### src/rtl/sar_adc_seq.sv
// Multi-channel scan sequencer in front of a shared SAR ADC core.
// Optional 4x averaging per channel is built when SAR_SEQ_AVG_EN is defined.
module sar_adc_seq #(
    parameter int SIZE   = 8,
    parameter int NCH    = 6,
    parameter int SETTLE = 4,
    localparam int CW    = $clog2(NCH)
) (
    input  logic                clk,
    input  logic                reset_n,
    input  logic                enable,
    input  logic [NCH-1:0]      chan_mask,
    input  logic                cont,
    input  logic                trig,
    input  logic [NCH-1:0]      rd_clr,
    output logic                sar_start,
    input  logic                sar_done,
    input  logic [SIZE-1:0]     sar_out,
    output logic [CW-1:0]       chan_sel,
    output logic [NCH*SIZE-1:0] result,
    output logic [NCH-1:0]      result_valid,
    output logic                busy,
    output logic                scan_done,
    output logic                err,
    output logic [2:0]          state_dbg
);

    localparam int WD_LIM = 2 * SIZE + 4;
    localparam int WDW    = $clog2(WD_LIM);

    typedef enum logic [2:0] {
        ST_IDLE   = 3'd0,
        ST_SETTLE = 3'd1,
        ST_START  = 3'd2,
        ST_WAIT   = 3'd3,
        ST_STORE  = 3'd4
    } state_t;

    state_t         state;
    logic [7:0]     settle_cnt;
    logic [WDW-1:0] wd_cnt;
    logic           chan_ok;
    logic           final_step;

`ifdef SAR_SEQ_AVG_EN
    logic [2:0]      samp;
    logic [SIZE+1:0] acc;
    assign final_step = (samp == 3'd4);
`else
    assign final_step = 1'b1;
`endif

    // Lowest set mask bit, and the next set bit above the current channel.
    logic [CW-1:0] first_ch;
    logic [CW-1:0] next_ch;
    logic          has_next;
    always_comb begin
        first_ch = '0;
        next_ch  = '0;
        has_next = 1'b0;
        for (int i = NCH - 1; i >= 0; i--) begin
            if (chan_mask[i]) first_ch = CW'(i);
            if (chan_mask[i] && (i > int'(chan_sel))) begin
                next_ch  = CW'(i);
                has_next = 1'b1;
            end
        end
    end

    assign scan_done = (state == ST_STORE) && enable && final_step && !has_next;
    assign state_dbg = state;

    always_ff @(posedge clk or negedge reset_n) begin
        if (!reset_n) begin
            state        <= ST_IDLE;
            chan_sel     <= '0;
            result       <= '0;
            result_valid <= '0;
            busy         <= 1'b0;
            sar_start    <= 1'b0;
            err          <= 1'b0;
            settle_cnt   <= '0;
            wd_cnt       <= '0;
            chan_ok      <= 1'b0;
`ifdef SAR_SEQ_AVG_EN
            samp         <= '0;
            acc          <= '0;
`endif
        end else begin
            sar_start    <= 1'b0;
            result_valid <= result_valid & ~rd_clr;
            if (!enable) begin
                state <= ST_IDLE;
                busy  <= 1'b0;
                if (state == ST_IDLE && trig) err <= 1'b0;
            end else begin
                case (state)
                    ST_IDLE: begin
                        if (trig) err <= 1'b0;
                        if (trig && |chan_mask) begin
                            chan_sel   <= first_ch;
                            settle_cnt <= '0;
                            chan_ok    <= 1'b1;
                            busy       <= 1'b1;
                            state      <= ST_SETTLE;
`ifdef SAR_SEQ_AVG_EN
                            samp       <= '0;
                            acc        <= '0;
`endif
                        end
                    end
                    ST_SETTLE: begin
                        if (settle_cnt == 8'(SETTLE - 1)) begin
                            sar_start <= 1'b1;
                            state     <= ST_START;
                        end else begin
                            settle_cnt <= settle_cnt + 8'd1;
                        end
                    end
                    ST_START: begin
                        wd_cnt <= '0;
                        state  <= ST_WAIT;
                    end
                    ST_WAIT: begin
                        if (sar_done) begin
`ifdef SAR_SEQ_AVG_EN
                            acc <= acc + (SIZE + 2)'(sar_out);
`else
                            result[int'(chan_sel)*SIZE +: SIZE] <= sar_out;
`endif
                            state <= ST_STORE;
                        end else if (wd_cnt == WDW'(WD_LIM - 1)) begin
                            // Missing done: flag it and drop this channel's result.
                            err     <= 1'b1;
                            chan_ok <= 1'b0;
                            state   <= ST_STORE;
                        end else begin
                            wd_cnt <= wd_cnt + 1'b1;
                        end
                    end
                    ST_STORE: begin
`ifdef SAR_SEQ_AVG_EN
                        if (samp < 3'd3) begin
                            samp      <= samp + 3'd1;
                            sar_start <= 1'b1;
                            state     <= ST_START;
                        end else if (samp == 3'd3) begin
                            samp <= 3'd4;
                            if (chan_ok) result[int'(chan_sel)*SIZE +: SIZE] <= acc[SIZE+1:2];
                        end else begin
`else
                        begin
`endif
                            if (chan_ok) result_valid[chan_sel] <= 1'b1;
                            if (has_next || (cont && |chan_mask)) begin
                                chan_sel   <= has_next ? next_ch : first_ch;
                                settle_cnt <= '0;
                                chan_ok    <= 1'b1;
                                state      <= ST_SETTLE;
`ifdef SAR_SEQ_AVG_EN
                                samp       <= '0;
                                acc        <= '0;
`endif
                            end else begin
                                busy  <= 1'b0;
                                state <= ST_IDLE;
                            end
                        end
                    end
                    default: begin
                        busy  <= 1'b0;
                        state <= ST_IDLE;
                    end
                endcase
            end
        end
    end

endmodule

### config.mk
export PLATFORM = sky130hd
export DESIGN_NAME = sar_adc_seq
export DESIGN_NICKNAME = d
export VERILOG_FILES = /design/src/rtl/sar_adc_seq.sv
export SDC_FILE = /design/constraint.sdc
export NUM_CORES = 1
export LEC_CHECK = 0
export CAP_MARGIN = 20
export CORE_ASPECT_RATIO = 1.5
export CORE_UTILIZATION = 26
export CTS_BUF_LIST = sky130_fd_sc_hd__clkbuf_4 sky130_fd_sc_hd__clkbuf_8
export CTS_CLUSTER_DIAMETER = 30
export DETAILED_ROUTE_END_ITERATION = 12
export GPL_ROUTABILITY_DRIVEN = 0
export REMOVE_ABC_BUFFERS = 1
export SLEW_MARGIN = 10
export SYNTH_ARGS = -nofsm -noshare
export SYNTH_HDL_FRONTEND = slang
export SYNTH_SLANG_ARGS = --single-unit
### constraint.sdc
create_clock -name clk -period 2.91 [get_ports clk]
set_input_delay 0.291 -clock clk [delete_from_list [all_inputs] [get_ports clk]]
set_output_delay 0.291 -clock clk [all_outputs]
set_load 0.1 [all_outputs]
# Word-level counts from Yosys, hierarchy flattened
# Index checks and enable logic that the tools add are counted.
# W data, S select, Z words.
totals:
  out_inout_bits: 64
  wordCells: 132
  ff_bits: 77
op_classes:
  eq_ne: 21
  addsub: 3
  n_reduce_logical: 29
  shift: 2
  n_lt_le_gt_ge: 7
  muxes: 57
  bitwise: 3
ops:
  columns: ["op", "n"]
  rows:
  - ["$mux W3", 19]
  - ["$bwmux W48", 1]
  - ["$shift A8 B33 Y48 const A", 1]
  - ["$shiftx A8 B33 Y48", 1]
  - ["$neg A6 Y33", 1]
  - ["$mux W8", 3]
  - ["$pmux W8 S3", 1]
  - ["$mux W1", 21]
  - ["$mux W6", 3]
  - ["$ne A3 B3 Y1 const B", 5]
  - ["$pmux W3 S5", 1]
  - ["$logic_and A1 B1 Y1", 11]
  - ["$mux W5", 2]
  - ["$ne A2 B2 Y1 const B", 5]
  - ["$pmux W5 S2", 1]
  - ["$reduce_and A5 Y1", 2]
  - ["$reduce_and A3 Y1", 3]
  - ["$add A8 B1 Y8 const B", 1]
  - ["$eq A8 B2 Y1 const B", 1]
  - ["$reduce_and A4 Y1", 2]
  - ["$and A6 B6 Y6", 1]
  - ["$eq A3 B2 Y1 const B", 2]
  - ["$gt A2 B3 Y1 const A", 2]
  - ["$gt A3 B3 Y1 const A", 2]
  - ["other kinds (25)", 30]

# Depth between registers and ports, before layout
# Gate-level depths: netlist of the first run.
logic_depth:
  ltp_word: 11
  ltp_mapped: 11

# Worst setup path after synthesis of the first run
# OpenSTA, ideal clock, no wires.
synth_timing:
  kind: "register to register"
  start: "register chan_sel[0]"
  end: "register settle_cnt[6]"
  slack_ns: -0.250
  arrival_time_ns: 3.082
  path_stages_with_launch: 10
  cell_sequence: "dfrtp_1 buf_2 inv_1 ha_1 nand2b_1 a221o_1 nand4_4 o211ai_4 or4_1 a21oi_1"
synth_between:
  elab_chain_len: 10
synth_lines:
  columns: ["item", "line_no", "source"]
  rows:
  - ["start, declared", "19", "output logic [CW-1:0] chan_sel,"]
  - ["start signal, assigned", "101", "chan_sel <= first_ch;"]
  - ["start signal, assigned", "156", "chan_sel <= has_next ? next_ch : first_ch;"]
  - ["$gt A3 B3 Y1", "63", "if (chan_mask[i] && (i > int'(chan_sel))) begin"]
  - ["$logic_and A1 B1 Y1", "63", null]
  - ["$mux W1 (4 in series)", "63", null]
  - ["$mux W1 *", "63", null]
  - ["$logic_or A1 B1 Y1 *", "155", "if (has_next || (cont && |chan_mask)) begin"]
  - ["$ne A2 B1 Y1 (no line) *", null, null]
  - ["$reduce_and A5 Y1 (no line) *", null, null]
  - ["end signal, assigned", "117", "settle_cnt <= settle_cnt + 8'd1;"]
  - ["end, declared", "40", "logic [7:0] settle_cnt;"]
# Mark *: on every way between the ends. The rest lies on a longest branch, timed or not.
# A chain may end at the register's enable or synchronous reset.

# Worst setup path after layout of the first run
layout_timing:
  start: "register chan_sel[1]"
  end: "output port scan_done"
layout_between:
  elab_chain_len: 9
layout_lines:
  columns: ["item", "line_no", "source"]
  rows:
  - ["$gt A3 B3 Y1", "63", null]
  - ["$logic_and A1 B1 Y1", "63", null]
  - ["$mux W1 (4 in series)", "63", null]
  - ["$mux W1 *", "63", null]
  - ["$logic_not A1 Y1 *", "70", "assign scan_done = (state == ST_STORE) && enable && final_step && !has_next;"]
  - ["$logic_and A1 B1 Y1 *", "70", null]
  - ["end, declared", "23", "output logic scan_done,"]
# Marks and branches as above.

==> flow_metrics.env, run 1 <==
export IMPL_status="complete, no violations"
export IMPL_cp_data_required_time_ps=2620
export IMPL_timing_worst_slew_pin_value_ps=758
export IMPL_post_place_ws_ps=457
export IMPL_num_antenna_cells=0
export IMPL_core_um2=14500
export IMPL_critPathKind="reg -> out"
export IMPL_total_power_mw=2.66
export IMPL_synth_async_reset_ratio_pct=100
export IMPL_slew_headroom_pct=49.3
export IMPL_wirelength_mm=10.0
export IMPL_clkTransAtPathRegs_ps=80
export IMPL_htreeDepth=3
export IMPL_grt_first_pass_wirelength_mm=15.8
export IMPL_timing_rr_start="chan_sel[2]"
export IMPL_hold_path_class="in -> async"
export IMPL_finalHoldViolations=0
export IMPL_die_w_um=101
export IMPL_fmax_mhz=379
export IMPL_vias=3158
export IMPL_fin_crit_sh_pct=90.6
export IMPL_timing_final_crit_period_ps=2640
export IMPL_cp_startpoint="chan_sel[1]"
export IMPL_die_area_um2=15300
export IMPL_leakagePower_nw=2.31
export IMPL_cts_buffer_depth=2
export IMPL_cp_start_kind="flip-flop"
export IMPL_root_buffer="clkbuf_8"
export IMPL_endpoint_kind="output pin"
export IMPL_ys_warn_count=0
export IMPL_drv_cap=0
export IMPL_grt_max_degree=78
export IMPL_final_util_pct=35.0
export IMPL_setup_violations=0
export IMPL_cts_buffers=9
export IMPL_cts_tree="done"
export IMPL_grt_pass1_vias=3016
export IMPL_ys_ff_latch=77
export IMPL_synth_edf_count=0
export IMPL_syn_area_per_cell_um2=9.89
export IMPL_slew_viol_final=0
export IMPL_layout_nets=518
export IMPL_drive_above_1_share_pct=27.0
export IMPL_grt_overflow_total=0
export IMPL_grt_setup_unrepaired="false"
export IMPL_antenna_found_initial=0
export IMPL_worst_slack_ps=275
export IMPL_finalClockSkew_ps=9.65
export IMPL_io_pins=90
export IMPL_syn_inst=390
export IMPL_initial_core_util_pct=26.6
export IMPL_ys_seq_area_share_pct=49.9
export IMPL_worstPathMaxFanout=6
export IMPL_ant_nets=0
export IMPL_port_buffers=89
export IMPL_row_count=54
export IMPL_synth_area_um2=3860
export IMPL_dominantRegCellSynth="dfrtp_1"
export IMPL_worstSkewPairLatency_ps=340
export IMPL_critical_path_arrival_ps=2340
export IMPL_die_h_um=151
export IMPL_cts_sinks=77
export IMPL_drt_iter0_markers=168
export IMPL_ir_drop_uv=247
export IMPL_grt_total_usage_pct=13.7
export IMPL_drtPass1Iterations=5
export IMPL_wl_per_cell_um=14.6
export IMPL_synth_cell_type_count=57
export IMPL_area_growth_pct=31.8
export IMPL_drc=0
export IMPL_cellPowerDensity_nw_per_um2=522
export IMPL_avgViaCountPerCell=4.61
export IMPL_hpwl_mm=7.49
==> stage by stage <==
stage | cell area [µm²] | setup TNS, ps | std cells | hold WS (ps)
after global placement | 4790 | 0 | 667 | 464
after detailed placement | 4790 | 0 | 667 | 475
final | 5090 | 0 | 685 | 451
after floorplan | 3750 | -5530 | 375 | -4.59
after global routing | 5090 | 0 | 685 | 485
after CTS | 5060 | 0 | 683 | 133
==> path summary, 6_finish.rpt <==
check	cells after the start	to	slack (ps)
setup / recovery	8	scan_done	270
hold / removal	2	result[42]	450
setup reg to reg	6	result[28]	410
hold reg to reg	2	result[15]	480
max in group asynchronous	3	result[7]	1870
min in group clk	2	result[15]	480
==> timing repair <==
item	4_1_cts	5_1_grt
endpoints found under the hold margin	0	36
hold buffers	0	1
gates resized for setup	0	0
setup buffers	0	0
==> flip-flops by register name (all words and copies together), names as in the netlist <==
signal	count
result	48
settle_cnt	8
result_valid	6
wd_cnt	5
chan_sel	3
state_dbg	3
busy	1
chan_ok	1
err	1
sar_start	1
==> critical path: stages, from the launching register on <==
cell and delay, ps:
dfrtp_1 470, inv_1 140, ha_1 190, ha_1 210
and2b_1 220, o21a_1 200, nor2_1 140, and3_1 240
buf_12 190
==> cells in the mapped netlist, types with 2 or more instances <==
cell type	n	area share, %
nand2_1	76	7.4
o32ai_1	3	0.68
nor3b_1	2	0.39
buf_2	2	0.26
o21ai_0	42	5.4
nand3b_1	3	0.58
nor4b_4	2	1.2
nand4_1	4	0.65
nor2_2	2	0.32
nand2b_1	2	0.32
mux2i_1	2	0.52
nor2b_1	4	0.65
o21ai_2	3	0.68
o21ai_1	8	1.0
o22a_1	2	0.45
a31oi_1	2	0.32
dfrtp_1	77	50
nand4_4	2	1.1
a21oi_2	4	0.91
or3_1	3	0.49
nor2_1	20	1.9
nand3_1	15	1.9
o22ai_1	5	0.81
ha_1	8	2.6
buf_4	2	0.39
and3_1	6	0.97
clkbuf_1	6	0.58
buf_6	5	1.5
nor3_4	2	0.84
o211ai_1	2	0.39
mux2_2	17	5.0
nor3_1	3	0.39
a221o_1	2	0.52
inv_1	22	2.1
a21oi_1	8	1.0
==> layout make-up <==
| cell class | count | area [µm²] |
|---|---|---|
| Clock inverter | 3 | 90.1 |
| Multi-Input combinational cell | 276 | 1750 |
| Sequential cell | 77 | 1930 |
| Timing Repair Buffer | 98 | 823 |
| Inverter | 22 | 82.6 |
| Tap cell | 196 | 245 |
| Fill cell | 1496 | 9440 |
| Clock buffer | 13 | 173 |
==> cells in the final DEF (no fill, tap or decap), types with 3 or more instances in the layout <==
cell	instances
a21oi_1	8
a21oi_2	4
and3_1	6
buf_4	71
bufinv_16	3
clkbuf_8	12
clkdlybuf4s50_1	24
dfrtp_1	77
ha_1	8
inv_1	22
mux2_2	17
nand2_1	76
nand3_1	15
nand3b_1	3
nand4_1	4
nor2_1	20
nor2b_1	4
nor3_1	3
o21ai_0	42
o21ai_1	8
o21ai_2	3
o22ai_1	5
o32ai_1	3
or3_1	3
==> routing by layer <==
| metal | up-vias | track usage, % | share of wire (%) |
|---|---|---|---|
| li1 | 1551 | - | - |
| met1 | 1480 | 15.3 | 41 |
| met2 | 115 | 25.1 | 53 |
| met3 | 12 | 2.86 | 4.3 |
| met4 | 0 | 5.36 | 1.9 |
| met5 | - | 0 | 0 |
==> cells by family (layout without fill, tap and decap cells) <==
| group | count (synthesis) | after routing | synth area share [%] |
|---|---|---|---|
| xor gates and xnor gates | 1 | 1 | 0.227 |
| DFF | 77 | 77 | 49.9 |
| adders and majority gates | 8 | 8 | 2.59 |
| muxes | 19 | 19 | 5.48 |
| AOI/OAI and AO/OA | 90 | 90 | 14.9 |
| buffers and inverters | 37 | 136 | 4.83 |
| and+or+nand+nor | 158 | 158 | 22.1 |
==> report_power, final <==
group	total, mW	switching [mW]	internal (mW)	leakage [nW]
Combinational	0.508	0.348	0.160	1.16
Sequential	1.12	0.0304	1.09	1.02
Clock	1.03	0.378	0.651	0.133
Total	2.66	0.757	1.90	2.31
Note: power is estimated with default switching activity, not from simulation.
==> run 2, diff against run 1 <==
--- a/config.mk
+++ b/config.mk
@@ -9,7 +9,7 @@
 export CORE_ASPECT_RATIO = 1.5
 export CORE_UTILIZATION = 26
 export CTS_BUF_LIST = sky130_fd_sc_hd__clkbuf_4 sky130_fd_sc_hd__clkbuf_8
-export CTS_CLUSTER_DIAMETER = 30
+export CTS_CLUSTER_DIAMETER = 100
 export DETAILED_ROUTE_END_ITERATION = 12
 export GPL_ROUTABILITY_DRIVEN = 0
 export REMOVE_ABC_BUFFERS = 1
==> results of run 2 <==
No change in the layout: final DEF, timing and power equal those of run 1.
==> run 3, diff against run 2 <==
--- a/config.mk
+++ b/config.mk
@@ -5,6 +5,7 @@
 export SDC_FILE = /design/constraint.sdc
 export NUM_CORES = 1
 export LEC_CHECK = 0
+export ABC_AREA = 0
 export CAP_MARGIN = 20
 export CORE_ASPECT_RATIO = 1.5
 export CORE_UTILIZATION = 26
==> results of run 3 <==
No change in the layout: final DEF, timing and power equal those of run 1.
